===== src/rtl/mlp_result_reader.sv =====
// Drains the MLP final-layer result vector from the X buffer and streams it to the host
// through a 2-entry prefetch FIFO that hides the 1-cycle RAM read latency.
//   state   | meaning
//   S_IDLE  | waiting for result_valid_i
//   S_READ  | issuing X-buffer reads while FIFO space allows
//   S_DRAIN | all reads issued, waiting for the last handshake
module mlp_result_reader #(
    parameter int DATA_W   = 16,
    parameter int ADDR_W   = 8,
    parameter int OUT_LEN  = 10,
    parameter int RES_BASE = 0
) (
    input  logic              clk_i,
    input  logic              rst_i,
    input  logic              result_valid_i,
    input  logic              x_sel_i,
    output logic              busy_o,
    output logic              x_ren_o,
    output logic              x_sel_o,
    output logic [ADDR_W-1:0] x_addr_o,
    input  logic [DATA_W-1:0] x_rdata_i,
    output logic              out_valid_o,
    input  logic              out_ready_i,
    output logic [DATA_W-1:0] out_data_o,
    output logic [ADDR_W-1:0] out_idx_o,
    output logic              out_last_o,
    output logic              done_o,
    output logic              err_o
);

    localparam logic [ADDR_W:0]   LEN_C  = (ADDR_W + 1)'(OUT_LEN);
    localparam logic [ADDR_W-1:0] LAST_C = ADDR_W'(OUT_LEN - 1);
    localparam logic [ADDR_W-1:0] BASE_C = ADDR_W'(RES_BASE);

    typedef enum logic [1:0] {S_IDLE, S_READ, S_DRAIN} state_t;

    state_t            state_q, state_d;
    logic [ADDR_W:0]   issue_cnt;
    logic [ADDR_W-1:0] pop_cnt;
    logic              bank_q;
    logic              inflight_q;
    logic [DATA_W-1:0] fifo_mem [2];
    logic              wr_ptr, rd_ptr;
    logic [1:0]        fifo_cnt;
    logic [2:0]        occ;
    logic              pop;
    logic              accept;

    assign out_valid_o = (fifo_cnt != 2'd0);
    assign pop         = out_valid_o & out_ready_i;
    assign out_data_o  = out_valid_o ? fifo_mem[rd_ptr] : '0;
    assign out_idx_o   = out_valid_o ? pop_cnt : '0;
    assign out_last_o  = out_valid_o & (pop_cnt == LAST_C);
    assign x_sel_o     = bank_q;
    // A trigger in the done_o cycle still belongs to the finishing drain.
    assign accept      = (state_q == S_IDLE) & result_valid_i & ~done_o;
    assign occ         = {1'b0, fifo_cnt} + {2'b00, inflight_q};

    always_ff @(posedge clk_i) begin
        if (rst_i) begin
            state_q <= S_IDLE;
            busy_o  <= 1'b0;
            done_o  <= 1'b0;
        end else begin
            state_q <= state_d;
            busy_o  <= (state_d != S_IDLE);
            done_o  <= (state_q == S_DRAIN) & pop & out_last_o;
        end
    end

    always_comb begin
        state_d = state_q;
        case (state_q)
            S_IDLE:  if (accept) state_d = S_READ;
            S_READ:  if (issue_cnt == LEN_C) state_d = S_DRAIN;
            S_DRAIN: if (pop && out_last_o) state_d = S_IDLE;
            default: state_d = S_IDLE;
        endcase
    end

    // Words held plus the read in flight, less this cycle's pop, must stay below 2.
    always_comb begin
        x_ren_o  = 1'b0;
        x_addr_o = '0;
        if (state_q == S_READ && issue_cnt < LEN_C && occ < (3'd2 + {2'b00, pop})) begin
            x_ren_o  = 1'b1;
            x_addr_o = BASE_C + issue_cnt[ADDR_W-1:0];
        end
    end

    always_ff @(posedge clk_i) begin
        if (rst_i) begin
            issue_cnt  <= '0;
            pop_cnt    <= '0;
            bank_q     <= 1'b0;
            inflight_q <= 1'b0;
            wr_ptr     <= 1'b0;
            rd_ptr     <= 1'b0;
            fifo_cnt   <= 2'd0;
            err_o      <= 1'b0;
        end else begin
            inflight_q <= x_ren_o;
            if (result_valid_i && (state_q != S_IDLE || done_o)) err_o <= 1'b1;
            if (accept) begin
                issue_cnt <= '0;
                pop_cnt   <= '0;
                bank_q    <= x_sel_i;
            end else begin
                if (x_ren_o) issue_cnt <= issue_cnt + 1'b1;
                if (pop)     pop_cnt   <= pop_cnt + 1'b1;
            end
            if (inflight_q) wr_ptr <= ~wr_ptr;
            if (pop)        rd_ptr <= ~rd_ptr;
            case ({inflight_q, pop})
                2'b10:   fifo_cnt <= fifo_cnt + 2'd1;
                2'b01:   fifo_cnt <= fifo_cnt - 2'd1;
                default: fifo_cnt <= fifo_cnt;
            endcase
        end
    end

    always_ff @(posedge clk_i) begin
        if (inflight_q) fifo_mem[wr_ptr] <= x_rdata_i;
    end

endmodule


===== config.mk =====
export PLATFORM = sky130hd
export DESIGN_NAME = mlp_result_reader
export DESIGN_NICKNAME = d
export VERILOG_FILES = /design/src/rtl/mlp_result_reader.sv
export SDC_FILE = /design/constraint.sdc
export NUM_CORES = 1
export LEC_CHECK = 0
export CAP_MARGIN = 20
export CORE_MARGIN = 5
export CORE_UTILIZATION = 53
export DETAILED_ROUTE_END_ITERATION = 12
export HOLD_SLACK_MARGIN = 0.12
export PLACE_DENSITY = 0.82
export SLEW_MARGIN = 25
export SYNTH_ARGS = -nofsm -noshare
export SYNTH_HDL_FRONTEND = slang
export SYNTH_SLANG_ARGS = --single-unit

===== constraint.sdc =====
create_clock -name clk_i -period 6.35 [get_ports clk_i]
set_clock_uncertainty 0.2 [all_clocks]
set_input_delay 1.905 -clock clk_i [delete_from_list [all_inputs] [get_ports clk_i]]
set_output_delay 1.905 -clock clk_i [all_outputs]
set_load 0.01 [all_outputs]

==> reports/qor.yml, run 1 <==
sta:
  slew_violations: 0
  rsz0062_at_grt: "no"
  timing.setup.tns_ns: 0
  setup_viol: 0
  finalHoldViolCount: 0
  min_period_over_period_pct: 92.50
  timing.fmax_mhz: 170.3
  worstMarginPinSlew_ns: 0.8909
  layout_min_cycle_time_ns: 5.874
  maxSlewHeadroom_pct: 40.53
final_layout:
  final_common_cell: "clkdlybuf4s50_1"
  fin_nets: 308
  stdcell_area_mm2: 0.003284
  area_growth_pct: 29.44
  num_antenna_cells: 0
  layout-drive-gt1-share_pct: 4.912
  most-common-layout-cells: "clkdlybuf4s50_1, nor2_1, edfxtp_1"
  fillers: 367
  final_cells: 339
  multi_input_area_um2: 927.1
  regArea_mm2: 0.001541
floorplanning:
  die_w_um: 79.19
  die_area_mm2: 0.006271
  ios: 60
  start_util_pct: 54.08
  die_h_um: 79.19
  fp-row-count: 25
  core_area_mm2: 0.004692
grt:
  met3_usage_pct: 4.308
  grt_pass1_vias: 1702
  use_met2_pct: 26.68
  grt.total_usage_pct: 15.75
  grt.busiest_layer: "met2"
  grt_pass1_wl_mm: 7.603
  gr-total-overflow: 0
  grt_max_degree: 17
  met1_usage_pct: 18.77
  antenna_found_initial: 0
clocking:
  cts_sinks: 61
  numCtsBuffers: 9
  ctsRootBufferMaster: "clkbuf_8"
  cts_resized: 0
  cts_max_level: 3
  insertion_delay_ns: 0.31
  cts.path.max_buffers: 2
  hold_buffers: 0
  clk_pin_slew_worst_paths_ns: 0.06
  post-cts-setup-buffers: 0
  cts_tree: "yes"
drt:
  routed_wl_mm: 4.641
  wl_per_cell_um: 13.69
  route.vias.total: 1779
  ant_nets: 0
  firstDrtPassIters: 4
  drc: 0
  drt-initial-drc-count: 110
  viasPerCell: 5.248
synth:
  yosysTopAreaCell: "edfxtp_1"
  ys_warn_count: 0
  syn_inst: 220
  yosys_register_bits: 61
  synthesis.area_mm2: 0.002537
  async_reset_ff_share_pct: 0
  synth_area_leaders: "edfxtp_1, dfxtp_1, mux2i_1"
  synthFlopType: "edfxtp_1"
  synth_top_area_share_pct: 37.87
  synth_edf_count: 32
  syn_area_per_cell_um2: 11.53
  ys_seq_area_share_pct: 60.75
  ys_types: 37
power_and_ir_drop:
  p_per_area_mw_per_mm2: 289.2
  peakVddDrop_mv: 0.1860
  p_leak_nw: 1.153
run_status:
  outcome: "finished, final reports clean"
hold_path:
  min_path_type: "register to register"
setup_path:
  rrSetupSlack_ns: 3.84
  arrival_ns: 3.77
  worstPathRequired_ns: 4.24
  crit_type: "primary input to output port"
  worstSetupEndpointType: "output port"
  cp-start-kind: "primary input"
  path_max_fanout: 6
place:
  place_area_mm2: 0.003124
  io_buffer_count: 55
  dp_cells: 323
  place.gp.congestion: 0.8158
  hpwl_mm: 3.377
flow_run:
  cap_violations: 0
[report_power, final]
| part | internal (mW) | switching [mW] | total (mW) |
|---|---|---|---|
| registers | 0.435 | 0.0252 | 0.460 |
| logic | 0.112 | 0.103 | 0.215 |
| clock network | 0.147 | 0.127 | 0.275 |
| total | 0.694 | 0.255 | 0.950 |
[registers in the layout, summed over array words and instances, names as in the netlist, named ones only]
signal and cells:
issue_cnt 9, rd_ptr 1, done_o 1, fifo_mem 32
inflight_q 1, state_q 2, wr_ptr 1, x_sel_o 1
fifo_cnt 2, busy_o 1, err_o 1, pop_cnt 8
[worst max-delay path, cell delays in order]
cell             delay (ns)
clkdlybuf4s50_1        0.48
o21ai_1                0.16
o21ai_0                0.45
and3_1                 0.24
clkdlybuf4s50_1        0.53
[cell usage after synthesis (3+ instances only)]
cell type / instances
nand2_1: 5
xor2_1: 4
edfxtp_1: 32
and2_1: 5
nor2b_1: 8
nand3_1: 3
nand4_1: 4
inv_1: 5
nor4_1: 3
nor3_1: 5
ha_1: 7
dfxtp_1: 29
o21a_1: 3
xnor2_1: 7
and3_1: 6
mux2i_1: 16
nor2_1: 36
nand2b_1: 4
buf_4: 4
clkbuf_1: 6
o21ai_0: 3
a21oi_1: 7
[routing by layer]
metal  share of wire (%)  vias up
met3                 5.2        5
met1                  42      847
met4                 1.2        0
met2                  52       38
met5                   0        -
li1                    -      889
[worst paths after layout]
kind | startpoint | endpoint | cells after the start
setup / recovery | out_ready_i | x_addr_o[2] | 5
hold / removal | x_sel_o | x_sel_o | 2
setup reg to reg | fifo_cnt[0] | issue_cnt[2] | 6
hold reg to reg | x_sel_o | x_sel_o | 2
[stage by stage]
stage	setup WS [ns]	utilization, %	hold WS, ns	power [mW]
after floorplan	1.606	-	0.2309	0.5830
after global placement	0.5559	66.59	0.2444	0.6811
after detailed placement	0.4870	66.59	0.2470	0.6870
after CTS	0.4801	70.00	0.2567	0.9647
after global routing	0.3372	70.00	0.2868	1.006
final	0.4764	70.00	0.2516	0.9499
[layout make-up]
type | count | share of cell area, %
sequential | 61 | 46.93
multi-input combinational | 145 | 28.23
timing repair buffer | 57 | 17.22
clock buffer | 12 | 4.419
tap | 54 | 2.057
inverter | 6 | 0.6857
clock inverter | 4 | 0.4571
[cell families (layout without fill, tap and decap cells)]
family | Yosys count | count (layout) | synth area share (%)
compound gates | 20 | 20 | 4.782
xor+xnor | 11 | 11 | 3.797
fa+ha+maj | 7 | 7 | 3.452
buf+inv | 17 | 79 | 3.156
flops | 61 | 61 | 60.75
mux | 16 | 16 | 6.311
other cells | 1 | 4 | 0.1478
simple gates | 87 | 87 | 17.60
Note: power is estimated with default switching activity, not from simulation.
==> inputs of run 2 (changes only) <==
Settings changed: CORE_MARGIN 5 to unset.
==> reports/qor.yml, run 2 (synthesized netlist as in run 1, its figures left out) <==
drt:
  route.vias.total: 1760  # -1.1%
  viasPerCell: 5.238  # -0.18%
  routed_wl_mm: 4.560  # -1.7%
  met2_length_mm: 2.210  # -8.1%
  wl_met3_um: 271  # +12%
  wl_met1_mm: 1.997  # +3.2%
  drt-initial-drc-count: 127  # +15%
  drc: 3  # +3
  wl_per_cell_um: 13.57  # -0.87%
  firstDrtPassIters: 8  # +4
  ant_nets: 0  # unchanged
  top_layer: "met4"
sta:
  min_period_over_period_pct: 92.60  # +0.10 points
  timing.fmax_mhz: 170.1  # -0.11%
  finalHoldViolCount: 0  # unchanged
  worstMarginPinSlew_ns: 0.9458  # +0.05488 ns
  fin_ws_ns: 0.4698  # -0.006561 ns
  layout_min_cycle_time_ns: 5.880  # +0.006561 ns
  rsz0062_at_grt: "no"
  slew_violations: 0  # unchanged
  setup_viol: 0  # unchanged
  holdWs_ns: 0.2613  # +0.009766 ns
  maxSlewHeadroom_pct: 36.86  # -3.7 points
  timing.setup.tns_ns: 0  # unchanged
grt:
  gr-total-overflow: 0  # unchanged
  grt_pass1_wl_mm: 7.431  # -2.3%
  antenna_found_initial: 0  # unchanged
  grt_pass1_vias: 1589  # -6.6%
  grt.total_usage_pct: 20.23  # +4.5 points
  grt_max_degree: 17  # unchanged
final_layout:
  fin_nets: 308  # unchanged
  largest_register_ffs: 32  # unchanged
  layout-drive-gt1-share_pct: 5.634  # +0.72 points
  area_growth_pct: 29.93
  most-common-layout-cells: "clkdlybuf4s50_1, nor2_1, edfxtp_1"
  finish.utilization_pct: 73.69  # +3.7 points
  final_common_cell: "clkdlybuf4s50_1"
  top_register: "fifo_mem"
  num_antenna_cells: 0  # unchanged
  reg.largest.list: "fifo_mem: 32 flops, issue_cnt: 9 flops, pop_cnt: 8 flops"
  fillers: 312  # -15%
clocking:
  cts_resized: 0  # unchanged
  cts_sinks: 61  # unchanged
  ctsRootBufferMaster: "clkbuf_8"
  cts_tree: "yes"
  numCtsBuffers: 9  # unchanged
  insertion_delay_ns: 0.33  # +0.02 ns
  clk_pin_slew_worst_paths_ns: 0.06  # about the same
  hold_buffers: 0  # unchanged
  cts.path.max_buffers: 2  # unchanged
  post-cts-setup-buffers: 0  # unchanged
  cts_max_level: 3  # unchanged
floorplanning:
  start_util_pct: 56.71  # +2.6 points
  fp-row-count: 24  # -4.0%
  die_h_um: 71.19  # -10%
  die_w_um: 71.19  # -10%
  die_area_mm2: 0.005068  # -19%
  core_area_mm2: 0.004474  # -4.6%
  ios: 60  # unchanged
place:
  place.gp.congestion: 0.8338  # +2.2%
  hpwl_mm: 3.098  # -8.3%
  io_buffer_count: 55  # unchanged
  dp_slack_ns: 0.4726  # -0.01441 ns
power_and_ir_drop:
  p_per_area_mw_per_mm2: 299.8  # +3.7%
  p_leak_nw: 1.163  # +0.84%
  peakVddDrop_mv: 0.1786  # -4.0%
  fin_total_pwr_uw: 988.4  # +4.1%
setup_path:
  arrival_ns: 3.78  # about the same
  path_max_fanout: 6  # unchanged
  crit_type: "primary input to output port"
  rrSetupSlack_ns: 3.89  # +0.05 ns
  worstPathRequired_ns: 4.24  # about the same
  cp-start-kind: "primary input"
  worstSetupEndpointType: "output port"
run_status:
  violations: "DRC"
  outcome: "finished with violations"
hold_path:
  min_path_type: "register to register"
flow_run:
  cap_violations: 0  # unchanged
-- run 2: cell types whose count changed in the layout (fill, tap and decap cells not counted), sizes merged --
cell	previous run	this run
bufinv	0	1
clkinv	5	3
-- run 2: power by group --
part,switching [mW],internal (mW)
logic,0.101,0.112
clock network,0.135,0.178
registers,0.0265,0.435
-- run 2: final timing paths --
| path | from | depth (start not counted) | endpoint |
|---|---|---|---|
| max | out_ready_i | 5 | x_addr_o[3] |
| min | x_sel_o | 2 | x_sel_o |
| max reg2reg | fifo_cnt[0] | 6 | issue_cnt[2] |
| min reg2reg | x_sel_o | 2 | x_sel_o |
-- run 2: stage by stage --
step           std cells  area [um^2]
3_3_place_gp         321         3122
5_1_grt              336         3297
3_5_place_dp         321         3122
6_report             336         3297
2_1_floorplan        223         2549
4_1_cts              336         3297
-- run 2: layer usage --
layer / global-route usage, % / vias up
li1: - / 886
met4: 8.667 / 0
met3: 9.259 / 7
met5: 0 / -
met1: 24.98 / 826
met2: 30.69 / 41
-- run 2: area by class of cell --
cell class / instances / area, um^2 / area share (%)
well taps: 52 / 65.06 / 1.973
flip-flops and latches: 61 / 1541 / 46.76
clock buffers: 12 / 135.1 / 4.099
multi-input cells: 145 / 927.1 / 28.12
inverters: 6 / 22.52 / 0.6831
clock inverters: 3 / 40.04 / 1.214
repair buffers: 57 / 565.5 / 17.15
-- run 2: critical path, stage by stage --
cell and delay [ns]:
clkdlybuf4s50_1 0.48, o21ai_1 0.16, o21ai_0 0.46, and3_1 0.24
clkdlybuf4s50_1 0.54
==> inputs of run 3 (changes only) <==
Settings changed: CORE_ASPECT_RATIO set to 1.75.
==> reports/qor.yml, run 3 (synthesized netlist as in run 1, its figures left out) <==
run_status:
  outcome: "finished, final reports clean"
floorplanning:
  ios: 60  # unchanged
  start_util_pct: 54.87  # -1.8 points
  fp-row-count: 33  # +38%
  die_w_um: 54.31  # -24%
  die_area_mm2: 0.005079  # +0.22%
  die_h_um: 93.53  # +31%
  core_area_mm2: 0.004624  # +3.4%
sta:
  worstMarginPinSlew_ns: 0.9142  # -0.03158 ns
  setup_viol: 0  # unchanged
  timing.fmax_mhz: 169.4  # -0.39%
  rsz0062_at_grt: "no"
  fin_ws_ns: 0.4470  # -0.02277 ns
  slew_violations: 0  # unchanged
  maxSlewHeadroom_pct: 38.97  # +2.1 points
  timing.setup.tns_ns: 0  # unchanged
  layout_min_cycle_time_ns: 5.903  # +0.02277 ns
  min_period_over_period_pct: 92.96  # +0.36 points
  finalHoldViolCount: 0  # unchanged
power_and_ir_drop:
  p_leak_nw: 1.147  # -1.4%
  pwr-share-comb_pct: 22.4  # +0.8 points
  pwr-share-clk_pct: 29.2  # -2.5 points
  peakVddDrop_mv: 0.2127  # +19%
  p_switching_uw: 265.4  # +0.96%
  intPower_uw: 685.3  # -5.5%
  switching_share_pct: 27.91  # +1.3 points
  p_per_area_mw_per_mm2: 289.8  # -3.3%
  fin_total_pwr_uw: 950.7  # -3.8%
  seqPwrFrac_pct: 48.5  # +1.8 points
setup_path:
  critical_path.top_delay_family: "buffers and inverters"
  crit_buf_inv: 2  # unchanged
  crit_slowest_cell: "clkdlybuf4s50_1"
  crit_top_cell: "clkdlybuf4s50_1"
  path_cells: "clkdlybuf4s50_1, o21ai_1, o21ai_0, and3_1, clkdlybuf4s50_1"
  cp-start-kind: "primary input"
  arrival_ns: 3.80  # +0.02 ns
  worstSetupEndpointType: "output port"
  worstPathRequired_ns: 4.24  # about the same
  max_stage_delay_ns: 0.53  # about the same
  path_max_fanout: 6  # unchanged
  crit_type: "primary input to output port"
final_layout:
  most-common-layout-cells: "clkdlybuf4s50_1, nor2_1, edfxtp_1"
  fin_nets: 308  # unchanged
  largest_register_ffs: 32  # unchanged
  top_register: "fifo_mem"
  stdcell_area_mm2: 0.003281  # -0.49%
  layout-drive-gt1-share_pct: 5.614  # -0.020 points
  num_antenna_cells: 0  # unchanged
  area_growth_pct: 29.29
  final_common_cell: "clkdlybuf4s50_1"
  reg.largest.list: "fifo_mem: 32 flops, issue_cnt: 9 flops, pop_cnt: 8 flops"
place:
  place.gp.congestion: 0.7322  # -12%
  place_area_mm2: 0.003122  # unchanged
  hpwl_mm: 3.351  # +8.2%
  dp_slack_ns: 0.4475  # -0.02513 ns
  io_buffer_count: 55  # unchanged
clocking:
  clk_pin_slew_worst_paths_ns: 0.06  # about the same
  ctsRootBufferMaster: "clkbuf_8"
  numCtsBuffers: 9  # unchanged
  hold_buffers: 0  # unchanged
  cts_sinks: 61  # unchanged
  insertion_delay_ns: 0.33  # about the same
  cts_max_level: 3  # unchanged
  cts_tree: "yes"
  cts_resized: 0  # unchanged
  cts.path.max_buffers: 2  # unchanged
  post-cts-setup-buffers: 0  # unchanged
grt:
  antenna_found_initial: 0  # unchanged
  grt_pass1_wl_mm: 7.534  # +1.4%
  use_met2_pct: 35.87  # +5.2 points
  met3_usage_pct: 7.154  # -2.1 points
  grt.busiest_layer: "met2"
  grt_max_degree: 25  # +8
  met1_usage_pct: 21.20  # -3.8 points
  grt.total_usage_pct: 21.08  # +0.85 points
  gr-total-overflow: 0  # unchanged
  grt_pass1_vias: 1730  # +8.9%
drt:
  drc: 0  # -3
  routed_wl_mm: 4.674  # +2.5%
  drt-initial-drc-count: 33  # -74%
  ant_nets: 0  # unchanged
  wl_per_cell_um: 13.87  # +2.2%
  route.vias.total: 1811  # +2.9%
  firstDrtPassIters: 4  # -4
  viasPerCell: 5.374  # +2.6%
hold_path:
  min_path_type: "register to register"
flow_run:
  cap_violations: 0  # unchanged
[run 3: changes by cell type in the layout (fill, tap and decap cells not counted)]
cell and change:
clkinv_1 +2, clkinvlp_4 +2, bufinv_16 -1, clkbuf_1 -1, clkinv_2 -1
[run 3: per-stage QoR]
stage          hold WS, ns  instances  util (%)
2_1_floorplan       0.2309        223         -
3_3_place_gp        0.2443        321     67.51
3_5_place_dp        0.2496        321     67.51
4_1_cts             0.2665        337     70.94
5_1_grt             0.2945        337     70.94
6_report            0.2669        337     70.94
[run 3: power groups by stage]
stage,Combinational (mW),Sequential (mW),Clock (mW)
3_3_place_gp,0.210,0.469,0
3_5_place_dp,0.215,0.470,0
5_1_grt,0.238,0.464,0.298
4_1_cts,0.216,0.461,0.284
2_1_floorplan,0.128,0.455,0
6_report,0.213,0.461,0.277
[run 3: path summary, 6_finish.rpt]
path,cells after the start,endpoint,start,slack [ns]
setup / recovery,5,x_addr_o[3],out_ready_i,0.45
hold / removal,2,x_sel_o,x_sel_o,0.27
setup reg to reg,6,issue_cnt[2],fifo_cnt[0],3.86
hold reg to reg,2,x_sel_o,x_sel_o,0.27
[run 3: worst reg2reg max path: stages, from the launching register on]
cell	delay, ns
dfxtp_1	0.37
ha_1	0.21
ha_1	0.17
or3b_1	0.36
or4_1	0.52
or4_1	0.43
a21oi_1	0.14
[run 3: layer usage]
layer,wire length [um],part of all wire (%),vias up
li1,-,-,890
met1,1852,40,865
met2,2525,54,44
met3,175,3.7,12
met4,121,2.6,0
met5,0,0,-
[run 3: cell type report]
cell class                      instances  area (um^2)
Multi-Input combinational cell        145        927.1
Clock inverter                          5        27.53
Inverter                                6        22.52
Tap cell                               52        65.06
Sequential cell                        61         1541
Timing Repair Buffer                   57        565.5
Fill cell                             360         1344
Clock buffer                           11        131.4
